===== src/rtl/calc_pkg.sv =====
// Shared opcodes, FSM encoding and default width for the calculator front end.
package calc_pkg;

  localparam int W_DEF = 8;

  localparam logic [1:0] OP_ADD = 2'b00;
  localparam logic [1:0] OP_SUB = 2'b01;
  localparam logic [1:0] OP_MUL = 2'b10;
  localparam logic [1:0] OP_DIV = 2'b11;

  typedef enum logic [1:0] {
    IDLE = 2'd0,
    DIV  = 2'd1,
    RESP = 2'd2
  } state_e;

endpackage


===== src/rtl/calc_iter_div.sv =====
// Iterative restoring divider: one quotient bit per cycle, MSB first, W cycles.
module calc_iter_div
  import calc_pkg::*;
#(
  parameter int W = W_DEF
) (
  input  logic         clk,
  input  logic         rst,
  input  logic         start,
  input  logic [W-1:0] dividend,
  input  logic [W-1:0] divisor,
  output logic         busy,
  output logic         done,
  output logic [W-1:0] quotient,
  output logic [W-1:0] remainder
);

  localparam int CW = $clog2(W + 1);

  logic [W-1:0]  quo_q, quo_d;
  logic [W-1:0]  rem_q, rem_d;
  logic [W-1:0]  dsr_q;
  logic [CW-1:0] cnt_q;
  logic          busy_q;
  logic [W:0]    trial;
  logic          ge;

  // quo_q doubles as the dividend shift register; quotient bits enter at the LSB.
  assign trial = {rem_q, quo_q[W-1]};
  assign ge    = trial >= {1'b0, dsr_q};
  assign rem_d = ge ? W'(trial - {1'b0, dsr_q}) : trial[W-1:0];
  assign quo_d = {quo_q[W-2:0], ge};

  // Outputs present the final iteration's result in the same cycle done is high.
  assign busy      = busy_q;
  assign done      = busy_q && (cnt_q == CW'(1));
  assign quotient  = quo_d;
  assign remainder = rem_d;

  always_ff @(posedge clk) begin
    if (rst) begin
      quo_q  <= '0;
      rem_q  <= '0;
      dsr_q  <= '0;
      cnt_q  <= '0;
      busy_q <= 1'b0;
    end else if (start) begin
      quo_q  <= dividend;
      rem_q  <= '0;
      dsr_q  <= divisor;
      cnt_q  <= CW'(W);
      busy_q <= 1'b1;
    end else if (busy_q) begin
      quo_q <= quo_d;
      rem_q <= rem_d;
      cnt_q <= cnt_q - CW'(1);
      if (cnt_q == CW'(1)) busy_q <= 1'b0;
    end
  end

endmodule


===== src/rtl/calc_scheduler.sv =====
// Round-robin two-requester front end for the add/sub/mul/div calculator datapath.
module calc_scheduler
  import calc_pkg::*;
#(
  parameter int W = W_DEF
) (
  input  logic           clk,
  input  logic           rst,
  input  logic           req0_valid,
  output logic           req0_ready,
  input  logic [W-1:0]   req0_a,
  input  logic [W-1:0]   req0_b,
  input  logic [1:0]     req0_op,
  input  logic           req1_valid,
  output logic           req1_ready,
  input  logic [W-1:0]   req1_a,
  input  logic [W-1:0]   req1_b,
  input  logic [1:0]     req1_op,
  output logic           rsp_valid,
  input  logic           rsp_ready,
  output logic           rsp_id,
  output logic [2*W-1:0] rsp_result,
  output logic [W-1:0]   rsp_remainder,
  output logic           rsp_error
);

  state_e         state_q, state_d;
  logic           prio_q, prio_d;
  logic           rsp_id_q, rsp_id_d;
  logic [2*W-1:0] rsp_result_q, rsp_result_d;
  logic [W-1:0]   rsp_rem_q, rsp_rem_d;
  logic           rsp_err_q, rsp_err_d;

  logic           gnt0, gnt1, acc;
  logic [W-1:0]   sel_a, sel_b;
  logic [1:0]     sel_op;
  logic [2*W-1:0] add_res, sub_res, mul_res;
  logic           div_start, div_busy, div_done;
  logic [W-1:0]   div_quo, div_rem;

  // prio_q = 1 means requester 1 wins a tie.
  assign gnt0 = req0_valid & (~req1_valid | ~prio_q);
  assign gnt1 = req1_valid & (~req0_valid | prio_q);
  assign acc  = (state_q == IDLE) & (gnt0 | gnt1);

  assign sel_a  = gnt1 ? req1_a  : req0_a;
  assign sel_b  = gnt1 ? req1_b  : req0_b;
  assign sel_op = gnt1 ? req1_op : req0_op;

  assign add_res = (2*W)'(sel_a) + (2*W)'(sel_b);
  assign sub_res = (2*W)'(sel_a) - (2*W)'(sel_b);
  assign mul_res = (2*W)'(sel_a) * (2*W)'(sel_b);

  assign div_start = acc & (sel_op == OP_DIV) & (sel_b != '0);

  calc_iter_div #(.W(W)) u_div (
    .clk       (clk),
    .rst       (rst),
    .start     (div_start),
    .dividend  (sel_a),
    .divisor   (sel_b),
    .busy      (div_busy),
    .done      (div_done),
    .quotient  (div_quo),
    .remainder (div_rem)
  );

  always_comb begin
    state_d      = state_q;
    prio_d       = prio_q;
    rsp_id_d     = rsp_id_q;
    rsp_result_d = rsp_result_q;
    rsp_rem_d    = rsp_rem_q;
    rsp_err_d    = rsp_err_q;
    case (state_q)
      IDLE: begin
        if (acc) begin
          prio_d    = gnt0;
          rsp_id_d  = gnt1;
          rsp_rem_d = '0;
          rsp_err_d = 1'b0;
          state_d   = RESP;
          case (sel_op)
            OP_ADD: rsp_result_d = add_res;
            OP_SUB: rsp_result_d = sub_res;
            OP_MUL: rsp_result_d = mul_res;
            default: begin
              rsp_result_d = '0;
              if (sel_b == '0) rsp_err_d = 1'b1;
              else             state_d   = DIV;
            end
          endcase
        end
      end
      DIV: begin
        if (div_done) begin
          rsp_result_d = (2*W)'(div_quo);
          rsp_rem_d    = div_rem;
          state_d      = RESP;
        end else if (!div_busy) begin
          // Divider lost its operation without finishing; recover rather than hang.
          state_d = IDLE;
        end
      end
      RESP: begin
        if (rsp_ready) state_d = IDLE;
      end
      default: state_d = IDLE;
    endcase
  end

  always_ff @(posedge clk) begin
    if (rst) begin
      state_q      <= IDLE;
      prio_q       <= 1'b0;
      rsp_id_q     <= 1'b0;
      rsp_result_q <= '0;
      rsp_rem_q    <= '0;
      rsp_err_q    <= 1'b0;
    end else begin
      state_q      <= state_d;
      prio_q       <= prio_d;
      rsp_id_q     <= rsp_id_d;
      rsp_result_q <= rsp_result_d;
      rsp_rem_q    <= rsp_rem_d;
      rsp_err_q    <= rsp_err_d;
    end
  end

  assign req0_ready    = (state_q == IDLE) & gnt0;
  assign req1_ready    = (state_q == IDLE) & gnt1;
  assign rsp_valid     = (state_q == RESP);
  assign rsp_id        = rsp_id_q;
  assign rsp_result    = rsp_result_q;
  assign rsp_remainder = rsp_rem_q;
  assign rsp_error     = rsp_err_q;

endmodule


===== config.mk =====
export PLATFORM = sky130hd
export DESIGN_NAME = calc_scheduler
export DESIGN_NICKNAME = d
export VERILOG_FILES = /design/src/rtl/calc_pkg.sv /design/src/rtl/calc_iter_div.sv /design/src/rtl/calc_scheduler.sv
export SDC_FILE = /design/constraint.sdc
export NUM_CORES = 1
export LEC_CHECK = 0
export BUFFER_PORTS_ARGS = -buffer_cell sky130_fd_sc_hd__clkbuf_2
export CORE_MARGIN = 4
export CORE_UTILIZATION = 35
export CTS_BUF_LIST = sky130_fd_sc_hd__clkbuf_16
export DETAILED_ROUTE_END_ITERATION = 10
export PLACE_DENSITY = 0.54
export SLEW_MARGIN = 10
export SYNTH_ARGS = -nofsm -noshare
export SYNTH_HDL_FRONTEND = slang
export SYNTH_SLANG_ARGS = --single-unit

===== constraint.sdc =====
create_clock -name clk -period 13.6 [get_ports clk]
set_input_delay 2.04 -clock clk [delete_from_list [all_inputs] [get_ports clk]]
set_output_delay 2.04 -clock clk [all_outputs]
set_load 0.03 [all_outputs]

# [Word level (Yosys, flattened, before mapping)]
# Index checks and enable logic that the tools add are counted.
[op_classes] n_addsub=4 multipliers=1 magnitude_cmp=1 eq_ne=10 n_mux=27 bitwise=13 reduce_logical=12
[op_table] operator="$mux 8" count=7
[op_table] operator="$pmux 16 s3" count=1
[op_table] operator="$mux 16" count=2
[op_table] operator="$pmux 16 s2" count=1
[op_table] operator="$mul 8x8->16" count=1
[op_table] operator="$pmux 8 s2" count=1
[op_table] operator="$mux 2" count=7
[op_table] operator="$add 8x8->9" count=1
[op_table] operator="$ge 9x8->1" count=1
[op_table] operator="$sub 8x8->9" count=1
[op_table] operator="$logic_not 8->1" count=1
[op_table] operator="$mux 4" count=2
[op_table] operator="$reduce_bool 8->1" count=1
[op_table] operator="$sub 8x8->8" count=1
[op_table] operator="$and 1x1->1" count=7
[op_table] operator="$eq 2x2->1 const B" count=3
[op_table] operator="$pmux 2 s3" count=1
[op_table] operator="$reduce_and 3->1" count=2
[op_table] operator="$mux 1" count=5
[op_table] operator="$eq 2x1->1 const B" count=2
[op_table] operator="$eq 4x1->1 const B" count=1
[op_table] operator="$logic_not 2->1" count=2
[op_table] operator="$ne 2x2->1 const B" count=2
[op_table] operator="$reduce_bool 2->1" count=2
[op_table] operator="other kinds (9)" count=13
[totals] register_bits=58 input_bits=41 output_inout_bits=29 word_cells=80

# [Logic depth before layout (Yosys ltp)]
[depth] depth_word=9 ltp_mapped=21 ltp_nobuf=19

# [Cells and area by module]
# Synthesis repeated with hierarchy kept, for this count alone.
[hier_totals] hier_cells=783 hier_area_um2=6269.8
[modules_own_cells] mod="calc_scheduler" instances=1 cells_per_inst=557 area_per_inst_um2=4453.0 seq_area_each_um2=580.6
[modules_own_cells] mod="calc_iter_div" instances=1 cells_per_inst=226 area_per_inst_um2=1816.7 seq_area_each_um2=580.6

# [Worst setup path after synthesis]
# OpenSTA, ideal clock, no wires.
[synth_path] path_kind="input -> register" from="input port req0_valid" to="register rsp_result_q[15] (netlist: rsp_result[15])" setup_ps=122 t_arrival_ps=6879 required_ps=13478 path_slack_ps=6599 path_stages=19 n_path_buf=2 cell_sequence="nand2b_4 -> nand2_2 -> buf_4 -> buf_2 -> mux2i_1 -> inv_1 -> ha_1 -> fa_1 -> fa_1 -> fa_1 -> inv_1 -> fa_1 -> inv_1 -> ha_1 -> nor3b_1 -> o211ai_1 -> a21oi_1 -> xnor2_1 -> a221o_1"
[synth_between] elab_chain_len=8 word_cells_on_any_way=19 classes_between="add/sub (1); mul (1); eq/ne (3); mux (6); bitwise (6); reduce/logical (2)"
[synth_lines] element="start, declared" line_no="calc_scheduler.sv:9" rtl="input logic req0_valid,"
[synth_lines] element="$not 1->1" line_no="calc_scheduler.sv:43" rtl="assign gnt1 = req1_valid & (~req0_valid | prio_q);"
[synth_lines] element="$or 1x1->1" line_no="calc_scheduler.sv:43"
[synth_lines] element="$and 1x1->1" line_no="calc_scheduler.sv:43"
[synth_lines] element="$mux 8 (tied with other cells)" line_no="calc_scheduler.sv:46" rtl="assign sel_a = gnt1 ? req1_a : req0_a;"
[synth_lines] element="$mul 8x8->16 (tied with other cells)" line_no="calc_scheduler.sv:52" rtl="assign mul_res = (2*W)'(sel_a) * (2*W)'(sel_b);"
[synth_lines] element="$pmux 16 s3" line_no="calc_scheduler.sv:83" rtl="case (sel_op)"
[synth_lines] element="$mux 16" line_no="calc_scheduler.sv:77" rtl="if (acc) begin"
[synth_lines] element="$pmux 16 s2" line_no="calc_scheduler.sv:75" rtl="case (state_q)"
[synth_lines] element="end signal, assigned" line_no="calc_scheduler.sv:124" rtl="rsp_result_q <= rsp_result_d;"
[synth_lines] element="end, declared" line_no="calc_scheduler.sv:30" rtl="logic [2*W-1:0] rsp_result_q, rsp_result_d;"
# Several ways; a longest one is shown, not always the timed one. The select of a mux whose other input is x is not followed.
# A chain may end at the register's enable or synchronous reset.

# [Worst setup path in the final report]
[layout_path] from="input port req0_valid" to="register rsp_result_q[13] (netlist: rsp_result[13])"
[layout_between] elab_chain_len=8 word_cells_on_any_way=19 classes_between="add/sub (1); mul (1); eq/ne (3); mux (6); bitwise (6); reduce/logical (2)"
[layout_lines] element="$not 1->1 *" line_no="calc_scheduler.sv:43"
[layout_lines] element="$or 1x1->1 *" line_no="calc_scheduler.sv:43"
[layout_lines] element="$and 1x1->1 *" line_no="calc_scheduler.sv:43"
[layout_lines] element="$mux 8 *" line_no="calc_scheduler.sv:47" rtl="assign sel_b = gnt1 ? req1_b : req0_b;"
[layout_lines] element="named net sel_b[3]" line_no="calc_scheduler.sv:35" rtl="logic [W-1:0] sel_a, sel_b;"
[layout_lines] element="$mul 8x8->16 or $sub 8x8->9 (tied branches)" line_no="calc_scheduler.sv:52, calc_scheduler.sv:51"
[layout_lines] element="$pmux 16 s3 *" line_no="calc_scheduler.sv:83"
[layout_lines] element="$mux 16 *" line_no="calc_scheduler.sv:77"
[layout_lines] element="$pmux 16 s2 *" line_no="calc_scheduler.sv:75"
# The timed path passes the listed nets; every way through them passes the cells marked *. The select of a mux whose other input is x is not followed.

==> results.md <==
- The top fanout value on the critical path is 21.
- The total count of hold-check failures in the final report is 0.
- The number of flops mapped to enable cells by yosys is 0.
- Once detailed placement completed, the half-perimeter wirelength came to approximately 14000 um.
- The post-synthesis xor/xnor area fraction is 0.02718.
- In this run the remaining antenna-violating nets after routing total 0.
- The insertion delay to the later sink of the worst-skew pair is 0.33 ns.
- Adding up every negative setup slack in the final design gives 0 ns.
- The source of the worst register-to-register timing path is prio_q.
- The compound-cell area share of the yosys netlist came to 0.1948.
- Once routing completed, OpenROAD measured the worst setup slack at slightly below 6 ns.
- The layout cell share with drive strength beyond 1 is 0.1438.
- The leakage power of the design is around 3.2 nW.
- The number of cell rows is between 40 and 50.
- The combined global-route utilization of all metal layers is 0.2010.
- The synthesized design spends more area on one cell type than any other, namely sky130_fd_sc_hd__dfxtp_1.
- Dividing the detail-routed via count by the number of cells gives ~5.4.
- The floorplan step defined a core boundary enclosing 16060 um^2.
- The post-cts repair resize count is 0.
- The tool flagged a number of max-cap violations equal to 0.
- The adder-cell share of the synthesized area is 0.2683.
- The flop and latch count out of synthesis is between 50 and 60.
- By instance count, the cell type seen most on the critical path is sky130_fd_sc_hd__fa_1.
- The final worst clock skew is around 0.0072 ns.
- The number of different library cells in the post-synthesis netlist is 73.
- Counting flops with an async set or reset pin after synthesis yields a share of 0.
- The headroom to the max-slew limit is 0.3624.
- The cell at the root of the clock tree is sky130_fd_sc_hd__clkbuf_16.
- The remaining global-route overflow is 0.
- During placement, the flow inserted port buffers numbering just under 70.
- After synthesis, the largest family of logic cells by area is adder cells.
- The post-route met1 wirelength is just under 8000 um.
- Detailed routing placed a total of roughly 1200 um of wire on met3.
- After detailed routing, the number of remaining DRC violations is 0.
- The post-placement cell area is roughly 6400 um^2.
- The largest individual stage delay along the critical path comes from the cell sky130_fd_sc_hd__mux2i_1.
- The area growth from synthesis to layout is 16.31%.
- The number of top-level design ports is 70.
- For this run, the register share of the synthesized area comes to 0.2002.
- After synthesis, the most frequently instantiated cells are sky130_fd_sc_hd__inv_1 (91), sky130_fd_sc_hd__nor2_1 (89), sky130_fd_sc_hd__ha_1 (62), sky130_fd_sc_hd__dfxtp_1 (58), sky130_fd_sc_hd__nand2_1 (48).
- After the first detailed-routing iteration, the DRC count stood at 490.
- The final wirelength is approximately 18000 um.
- The maximum number of pins on one net before global-route repair is between 40 and 50.
- For this run, the number of Yosys warnings is 0.
- Setup repair after global routing left no endpoint under its margin.
- The arrival time at the worst endpoint is between 7 and 8 ns.
- The run finished with clean final reports.
- The final critical path time including I/O delays and setup is 7.632 ns.
- The required time at the worst-slack endpoint is ~14 ns.
- Buffers inserted during clock tree synthesis total 9.
- Ranked by total cell area, the synthesized netlist is headed by sky130_fd_sc_hd__dfxtp_1 (20%), sky130_fd_sc_hd__fa_1 (13%), sky130_fd_sc_hd__ha_1 (13%).
- The number of max-slew violations in the final report is 0.
- The capturing element type of the critical path is a flip-flop.
- Traced cell by cell, the critical path runs through clkbuf_2, nand2b_4, nand2_2, mux2i_1, inv_1, ha_1, fa_1, fa_1, fa_1, inv_1, fa_1, inv_1, ha_1, nor3b_1, o21ai_1, mux2i_1, o31ai_1, a31oi_1.
- The via count of the first global-routing pass is about 5500.
- The number of antenna diodes in the final layout is 0.
- The total setup buffers inserted after CTS is 0.
- The first global-routing pass estimated between 20000 and 30000 um of wire.
- The dominant cell by count in the synthesized netlist is sky130_fd_sc_hd__inv_1.
- The worst setup path is of the in -> reg kind.
- In this run the most critical hold path is launched from rsp_remainder[2].
- The number of buffers on the longest clock path is 2.
- The post-synthesis simple-gate area fraction is 0.1859.
- The pre-antenna-repair detailed-routing pass consisted of 5 iterations.
- From bottom edge to top edge, the die measures between 100 and 150 um.
- The average wire length per cell after detail routing is about 18 um.
- The total met2 wirelength after detailed routing is between 8000 and 9000 um.
- The largest voltage drop on the vdd net is about 160 uV.
- The number of clock sinks is between 50 and 60.
- The area of the die is about 19000 um^2.
- After detailed routing, no signal wire sits above met4.
- The number of nets in the synthesized netlist is about 840.
- The initial antenna violation count is 0.
- At the pin with the least slew margin, the transition time is about 0.95 ns.
- TritonCTS built the clock tree.
- The share of synthesized area in the top cell type comes to 0.2002.
- The initial utilization of the core area, before any placement, comes to 0.3612.
- Setup violations remaining at the end of the flow were counted as 0.
- The min-delay analysis places its worst path in the category reg -> reg.
- The main flop type after synthesis is sky130_fd_sc_hd__dfxtp_1.
- The weighted congestion reported at the end of routability-driven placement is approximately 1.
- Dividing the final minimum period by the clock period gives 0.5612.
- The clock transition at the registers of the reported paths is about 0.05 ns.
- The number of hold buffers added after CTS was 0.
- The vias after detailed routing is ~5300.
- After technology mapping, the gate count stands at ~700.
- The number of nets in the finished design is between 900 and 1000.
- A synthesized cell averages 8.263 um^2.
- The areal power density over the cells is 163.3 nW/um^2.
- The mux cell area share after synthesis is 0.04810.
- The achievable clock frequency is approximately 0.13 GHz.
- The highest cell delay on the worst timing path is 0.83 ns.
- The worst setup path is launched from an input pin.
- The horizontal die dimension is roughly 140 um.
- The cell area that synthesis handed to floorplanning was between 5000 and 6000 um^2.
- The launching instance or port of the critical path is req0_valid.
- The H-tree was split into 3 levels.
- The worst slack at placement is ~5.7 ns.
- The finished cells cover around 6700 um^2.
==> layout make-up <==
| cell class | count | area [um^2] |
|---|---|---|
| fillers | 1596 | 9311 |
| multi-input cells | 530 | 4213 |
| inverters | 93 | 349.1 |
| clock inverters | 7 | 85.08 |
| well taps | 216 | 270.3 |
| repair buffers | 82 | 442.9 |
| clock buffers | 9 | 225.2 |
| flip-flops and latches | 58 | 1161 |
==> cell usage in the layout (no fill, tap or decap), types with 15 or more instances in the layout <==
master | Yosys | final
sky130_fd_sc_hd__inv_1 | 91 | 92
sky130_fd_sc_hd__nand2_1 | 48 | 48
sky130_fd_sc_hd__nand3_1 | 15 | 15
sky130_fd_sc_hd__mux2i_1 | 25 | 25
sky130_fd_sc_hd__clkbuf_2 | 0 | 69
sky130_fd_sc_hd__o21ai_0 | 18 | 18
sky130_fd_sc_hd__ha_1 | 62 | 62
sky130_fd_sc_hd__a21oi_1 | 31 | 31
sky130_fd_sc_hd__nor2_1 | 89 | 89
sky130_fd_sc_hd__fa_1 | 39 | 39
sky130_fd_sc_hd__a211oi_1 | 34 | 34
sky130_fd_sc_hd__dfxtp_1 | 58 | 58
==> registers in the layout (all words and copies together), names as in the netlist <==
name and count:
rsp_result 16, rsp_remainder 8, u_div.dsr_q 8, u_div.quo_q 8
u_div.rem_q 8, u_div.cnt_q 4, state_q 2, prio_q 1
rsp_error 1, rsp_id 1, u_div.busy 1
==> metrics by stage <==
step | std cells | power (mW) | hold WS [ns] | util
after global placement | 979 | 0.8569 | 0.4376 | 0.4008
after detailed placement | 979 | 0.8634 | 0.4499 | 0.4008
final | 995 | 1.102 | 0.4561 | 0.4201
after floorplan | 702 | 0.6960 | 0.4551 | -
after global routing | 995 | 1.210 | 0.4717 | 0.4201
after CTS | 995 | 1.111 | 0.4614 | 0.4201
==> report_power, final <==
group | leakage (nW) | switching (mW) | internal, mW
registers | 0.473 | 0.0135 | 0.190
logic | 2.53 | 0.397 | 0.260
clock network | 0.154 | 0.0832 | 0.158
==> metal layers <==
metal | up-vias | track usage
met1 | 2544 | 0.2551
met2 | 164 | 0.3316
met5 | - | 0
met4 | 0 | 0.06327
li1 | 2599 | -
met3 | 32 | 0.05551
==> path summary, 6_finish.rpt <==
check,cells past startpoint,slack (ns),endpoint
setup / recovery,18,5.97,rsp_result[13]
hold / removal,2,0.46,rsp_remainder[2]
setup reg to reg,17,7.42,rsp_result[13]
hold reg to reg,2,0.46,rsp_remainder[2]
==> critical path, delay by kind of cell <==
kind / cells / cell delay, ns
adder cells (fa/ha/maj): 6 / 2.66
buffers and inverters: 4 / 0.41
AO/OA/AOI/OAI: 3 / 0.65
AND/OR/NAND/NOR: 3 / 1.07
multiplexers: 2 / 0.99
==> cells by family after synthesis <==
kind of cell / after synthesis
AOI/OAI and AO/OA: 161
xor gates and xnor gates: 18
adders and majority gates: 101
buffers and inverters: 114
DFF: 58
muxes: 27
and+or+nand+nor: 223
(Power assumes the default switching activity.)
